File: src/rtl/rr_arbiter8.sv
// rr_arbiter8: eight-way round-robin arbiter with registered one-hot grant
// and a hold timer that force-releases long grants.
module rr_arbiter8 #(
  parameter int MAX_HOLD = 16
) (
  input  logic       clk,
  input  logic       rst,
  input  logic [7:0] req,
  input  logic       done,
  output logic [7:0] grant,
  output logic       busy,
  output logic       expired
);
  typedef enum logic {IDLE, GRANT} state_t;
  state_t     state_q, state_d;
  logic [2:0] ptr_q, ptr_d, owner_q, owner_d, sel;
  logic [7:0] cnt_q, cnt_d, grant_q, grant_d;
  logic       busy_q, busy_d, expired_q, expired_d, rel;
  always_comb begin
    sel = ptr_q;
    for (int i = 7; i >= 0; i--) if (req[ptr_q + 3'(i)]) sel = ptr_q + 3'(i);
    rel = done | ~req[owner_q] | (cnt_q == 8'(MAX_HOLD - 1));
    state_d   = state_q;
    ptr_d     = ptr_q;
    owner_d   = owner_q;
    cnt_d     = cnt_q;
    grant_d   = grant_q;
    busy_d    = busy_q;
    expired_d = 1'b0;
    if (state_q == IDLE) begin
      if (|req) begin
        state_d = GRANT;
        owner_d = sel;
        grant_d = 8'd1 << sel;
        busy_d  = 1'b1;
        cnt_d   = 8'd0;
      end
    end else if (rel) begin
      state_d   = IDLE;
      grant_d   = 8'd0;
      busy_d    = 1'b0;
      ptr_d     = owner_q + 3'd1;
      // a timer release only counts as expiry when nothing else caused it
      expired_d = ~done & req[owner_q];
    end else begin
      cnt_d = cnt_q + 8'd1;
    end
  end
  always_ff @(posedge clk or posedge rst) begin
    if (rst) begin
      state_q   <= IDLE;
      ptr_q     <= 3'd0;
      owner_q   <= 3'd0;
      cnt_q     <= 8'd0;
      grant_q   <= 8'd0;
      busy_q    <= 1'b0;
      expired_q <= 1'b0;
    end else begin
      state_q   <= state_d;
      ptr_q     <= ptr_d;
      owner_q   <= owner_d;
      cnt_q     <= cnt_d;
      grant_q   <= grant_d;
      busy_q    <= busy_d;
      expired_q <= expired_d;
    end
  end
  assign grant   = grant_q;
  assign busy    = busy_q;
  assign expired = expired_q;
endmodule

File: config.mk
export PLATFORM = sky130hd
export DESIGN_NAME = rr_arbiter8
export DESIGN_NICKNAME = d
export VERILOG_FILES = /design/src/rtl/rr_arbiter8.sv
export SDC_FILE = /design/constraint.sdc
export NUM_CORES = 1
export LEC_CHECK = 0
export ABC_AREA = 1
export BUFFER_PORTS_ARGS = -buffer_cell sky130_fd_sc_hd__buf_4
export CORE_MARGIN = 2
export CORE_UTILIZATION = 59
export CTS_CLUSTER_DIAMETER = 80
export DETAILED_ROUTE_END_ITERATION = 8
export PLACE_DENSITY = 0.8
export SLEW_MARGIN = 20
export SYNTH_ARGS = -nofsm -noshare
export SYNTH_HDL_FRONTEND = slang
export SYNTH_SLANG_ARGS = --single-unit
File: constraint.sdc
create_clock -name clk -period 2.7 [get_ports clk]
set_clock_uncertainty 0.15 [all_clocks]
set_input_delay 0.27 -clock clk [delete_from_list [all_inputs] [get_ports clk]]
set_output_delay 0.27 -clock clk [all_outputs]
set_load 0.005 [all_outputs]
=== Word-level counts from Yosys, hierarchy flattened ===
Index checks and enable logic that the tools add are counted.

* $add $sub $neg: 9
* Order comparisons: 9
* Eq/ne operators: 3
* Shift operators: 1
* Mux-type cells: 40
* Bitwise logic cells: 6
* Reductions and logical operators: 6

{| class="wikitable"
|+ Operators by type and width
! operator !! number
|-
| 8-bit two-way mux || 6
|-
| 3-bit by 4-bit less-than comparator with 1-bit output, second input constant || 9
|-
| 1-bit binary-select mux with 3-bit select || 9
|-
| 3-bit two-way mux || 8
|-
| 1-bit two-way mux || 17
|-
| 3-bit adder, second input constant || 4
|-
| 8-bit by 1-bit adder with 8-bit output, second input constant || 1
|-
| 8-bit by 4-bit == test with 1-bit output, second input constant || 1
|-
| 2-bit AND reduction || 4
|-
| 8-bit OR reduction || 1
|-
| 1-bit by 3-bit left shift with 8-bit output, first input constant || 1
|-
| 3-bit by 1-bit adder with 3-bit output, second input constant || 2
|-
| 3-bit by 2-bit adder with 3-bit output, second input constant || 2
|-
| 1-bit NOT || 3
|-
| 2-bit by 1-bit inequality test with 1-bit output, second input constant || 1
|-
| 2-bit inequality test, second input constant || 1
|-
| 1-bit OR || 2
|-
| 2-bit nonzero test || 1
|-
| 1-bit bitwise AND || 1
|}

* Register bits after elaboration: 25
* Input bits: 11
* Output and inout bits: 10
* Logic and storage cells: 81

=== Longest topological paths before layout ===
* Depth in word-level cells: 14
* Depth in mapped cells: 21
* Gate-level depth less buffers: 20

=== Least setup slack after synthesis ===
OpenSTA, ideal clock, no wires.

* Path kind: register to register
* Start point: register ptr_q[0]
* End point: register grant_q[0], in the netlist grant[0]
* Library setup time: 0.116 ns
* Data arrival time: 1.945 ns
* Data required time: 2.434 ns
* Slack: 0.488 ns
* Stages on the path, launching flop included: 20
* Buffers on the path: 1
* Period minus slack after synthesis: 2.212 ns
* Cell sequence: dfrtp_1 > inv_2 > buf_6 > ha_1 > inv_1 > nand3_1 > nand3_2 > nand2_1 > nand3_1 > nand2_1 > nand2_1 > nand2_1 > nand2_1 > nand2_1 > nand2_1 > nand3_1 > nand2_1 > inv_1 > nand2_1 > nand2_1

* Word-level cells in the longest chain between the ends: 14
* Elaborated cells on any way between the ends: 34
* Classes of those cells: 7 x add/sub; 1 x shift; 26 x mux

{| class="wikitable"
|+ RTL lines
! item !! line !! RTL
|-
| start: declaration || 16 || <nowiki>logic [2:0] ptr_q, ptr_d, owner_q, owner_d, sel;</nowiki>
|-
| start signal: assignment || 60 || <nowiki>ptr_q <= ptr_d;</nowiki>
|-
| 3-bit adder || 21 || <nowiki>for (int i = 7; i >= 0; i--) if (req[ptr_q + 3'(i)]) sel = ptr_q + 3'(i);</nowiki>
|-
| 1-bit binary-select mux with 3-bit select || 21 ||
|-
| 1-bit two-way mux (not written as such) || 21 ||
|-
| 3-bit two-way mux (7 in a row) || 21 ||
|-
| 3-bit two-way mux * || 21 ||
|-
| 1-bit by 3-bit left shift with 8-bit output * || 34 || <nowiki>grant_d = 8'd1 << sel;</nowiki>
|-
| 8-bit two-way mux * || 31 || <nowiki>if (|req) begin</nowiki>
|-
| 8-bit two-way mux * || 30 || <nowiki>if (state_q == IDLE) begin</nowiki>
|-
| end signal: assignment || 63 || <nowiki>grant_q <= grant_d;</nowiki>
|-
| end: declaration || 17 || <nowiki>logic [7:0] cnt_q, cnt_d, grant_q, grant_d;</nowiki>
|}

Mark *: on every way between the ends. The rest lies on a longest branch, timed or not. The select of a mux whose other input is x is not followed.
A chain may end at the register's enable or synchronous reset.

=== Worst setup path in the final report ===
* Start point: register ptr_q[0]
* End point: register grant_q[1], in the netlist grant[1]

The elaborated chain is that of the path after synthesis.

==> reports/metrics.cfg <==
[synthesis]
ys_types=33
yosys_warnings=0
synth_top_cell_by_area=dfrtp_1
synth-seq-cells=25
syn_area_um2=1960
seq_area_frac_synth_pct=31.9
netlist_instances=284
synth.area.top_cells=dfrtp_1 32%, nand2_1 19%, nand3_1 7.9%
yosysTopAreaCellShare_pct=31.9
syn-num-nets=299
syn_avg_cell_area_um2=6.90

[layout]
nets=323
area_delta_synth_final_pct=10.7
drive_gt1_share_pct=22.8
nFillCells=303
mostFrequentLayoutCells=97 x nand2_1, 32 x inv_1, 31 x nand3_1
diodes=0
mostFrequentLayoutCell=nand2_1

[critical_path]
endpoint_kind=flip-flop
cp_common_cell=nand2_1
cp.arrival_ns=2.46
cp_cell_sequence=inv_2 -> ha_1 -> inv_1 -> nand3_1 -> nand3_2 -> nand2_1 -> nand3_1 -> nand2_1 -> nand2_1 -> nand2_1 -> nand2_1 -> nand2_1 -> nand2_1 -> nand3_1 -> nand2_1 -> inv_1 -> nand2_1 -> nand2_1
cp_top_family=simple AND/OR/NAND/NOR gates
cp.required_ns=2.77
slowest_delay_ns=0.40
path_max_fanout=7
critPathLaunchType=flip-flop
crit_type=flip-flop to flip-flop
slowest_stage=dfrtp_1
cp_num_buf_inv=3

[clock_tree]
cts_tree=built
clock_latency_ns=0.32
ctsResizeCount=0
clkTransAtPathRegs_ns=0.13
h-tree-depth=1
numCtsBuffers=3
cts.sinks=25
root_buffer=clkbuf_4
clockBufferDepth=2
cts_hold_buf=0
post_cts_buffers=0

[floorplan]
die_w_um=61.6
rows=20
fp.dieH_um=61.6
io_pins=21
coreArea_um2=3100
die_area_um2=3800
start_util_pct=63.1

[timing]
setup_viol=0
hold_viol=25
finalCritPeriodShare_pct=88.2
relSlewSlack_pct=39.8
rsz0062_at_grt=no
fmax_mhz=420
finalSetupTns_ns=0
min_period_ns=2.38
worstMarginPinSlew_ns=0.902
finalMaxSlewViolations=0
hold-worst-slack_ns=-0.0163

[global_route]
grt_max_degree=26
grt_pass1_vias=1602
grt_pass1_wl_um=7380
top_usage_layer=met1
grt_use_total_pct=26.3
grt_antenna_before_repair=0
gr-usage-met3_pct=4.41
gr-total-overflow=0
met2_usage_pct=38.9
use_met1_pct=40.9

[detailed_routing]
dr.pass1.iters=4
routedWlPerCell_um=12.5
ant_nets=0
wl_um=4380
routed-via-count=1879
route.detailed.drc=0
drt_iter0_markers=96
routed_via_density=5.35

[placement]
hpwl_um=3480
gp_congestion=0.956
port_buffers=20

[outcome]
failed_checks=negative hold slack
status=finished with violations

[flow_run]
max_cap_viol_count=0

[worst_hold_path]
min_path_type=input port to asynchronous set/reset pin

==> per-stage QoR <==
| step | instances | utilization, % | setup WS [ns] | instance area, µm² |
|---|---|---|---|---|
| after CTS | 351 | 69.9 | 0.331 | 2170 |
| final | 351 | 69.9 | 0.318 | 2170 |
| after floorplan | 284 | - | 0.488 | 1960 |
| after detailed placement | 347 | 69.0 | 0.389 | 2140 |
| after global placement | 347 | 69.0 | 0.436 | 2140 |
| after global routing | 351 | 69.9 | 0.0903 | 2170 |
==> metal layers <==
metal | share of wire (%) | up-vias
li1 | - | 958
met1 | 50 | 859
met2 | 44 | 60
met3 | 6.3 | 2
met4 | 0.43 | 0
met5 | 0 | -
==> sequential cells by signal, indices dropped and copies added (netlist names) <==
signal	flops
cnt_q	8
expired	1
busy	1
owner_q	3
state_q	1
grant	8
ptr_q	3
==> cell usage after synthesis, drive strengths merged <==
cell / n
o211ai: 1
inv: 37
xnor2: 2
xor2: 2
nand2: 115
nor2: 10
or4: 1
dfrtp: 25
a31oi: 1
buf: 5
o31ai: 2
nor3: 5
ha: 4
and3: 2
nor4: 1
a21oi: 14
nand3: 41
clkinv: 1
o21ai: 15
==> final cells by class <==
class	instances	area, µm²	share of cell area [%]
sequential	25	626	28.9
multi-input combinational	216	1130	52.3
timing repair buffer	24	180	8.31
inverter	38	146	6.75
clock buffer	4	26.3	1.21
tap	44	55.1	2.54
==> cells by family (layout without fill, tap and decap cells) <==
group | Yosys count | in the layout | synth area share, %
xor+xnor | 4 | 4 | 2.17
compound gates | 33 | 33 | 9.83
fa+ha+maj | 4 | 4 | 2.55
flops | 25 | 25 | 31.9
simple gates | 175 | 175 | 43.4
buf+inv | 43 | 66 | 10.2
==> final timing paths <==
| path | start | end | slack (ns) | cells after the start |
|---|---|---|---|---|
| worst max-delay path | ptr_q[0]$_DFFE_PP0P_ | grant[1]$_DFFE_PP0P_ | 0.32 | 18 |
| max in group asynchronous | rst | owner_q[0]$_DFFE_PP0P_ | 1.87 | 2 |
| worst min-delay path | rst | cnt_q[3]$_DFFE_PP0P_ | -0.02 | 2 |
| min in group clk | done | expired$_DFF_PP0_ | 0.03 | 4 |
| worst min register to register | busy$_DFFE_PP0P_ | busy$_DFFE_PP0P_ | 0.35 | 2 |
| worst max register to register | ptr_q[0]$_DFFE_PP0P_ | grant[1]$_DFFE_PP0P_ | 0.32 | 18 |
==> worst register-to-register path: cells and delay by family (launching register included) <==
| kind | cells | cell delay [ns] |
|---|---|---|
| AND/OR/NAND/NOR | 14 | 1.04 |
| flip-flops | 1 | 0.40 |
| adder cells (fa/ha/maj) | 1 | 0.39 |
| buffers and inverters | 3 | 0.31 |
Power is not shown: default switching activity piles up to over one toggle a cycle in this logic, so the estimate is an artifact.
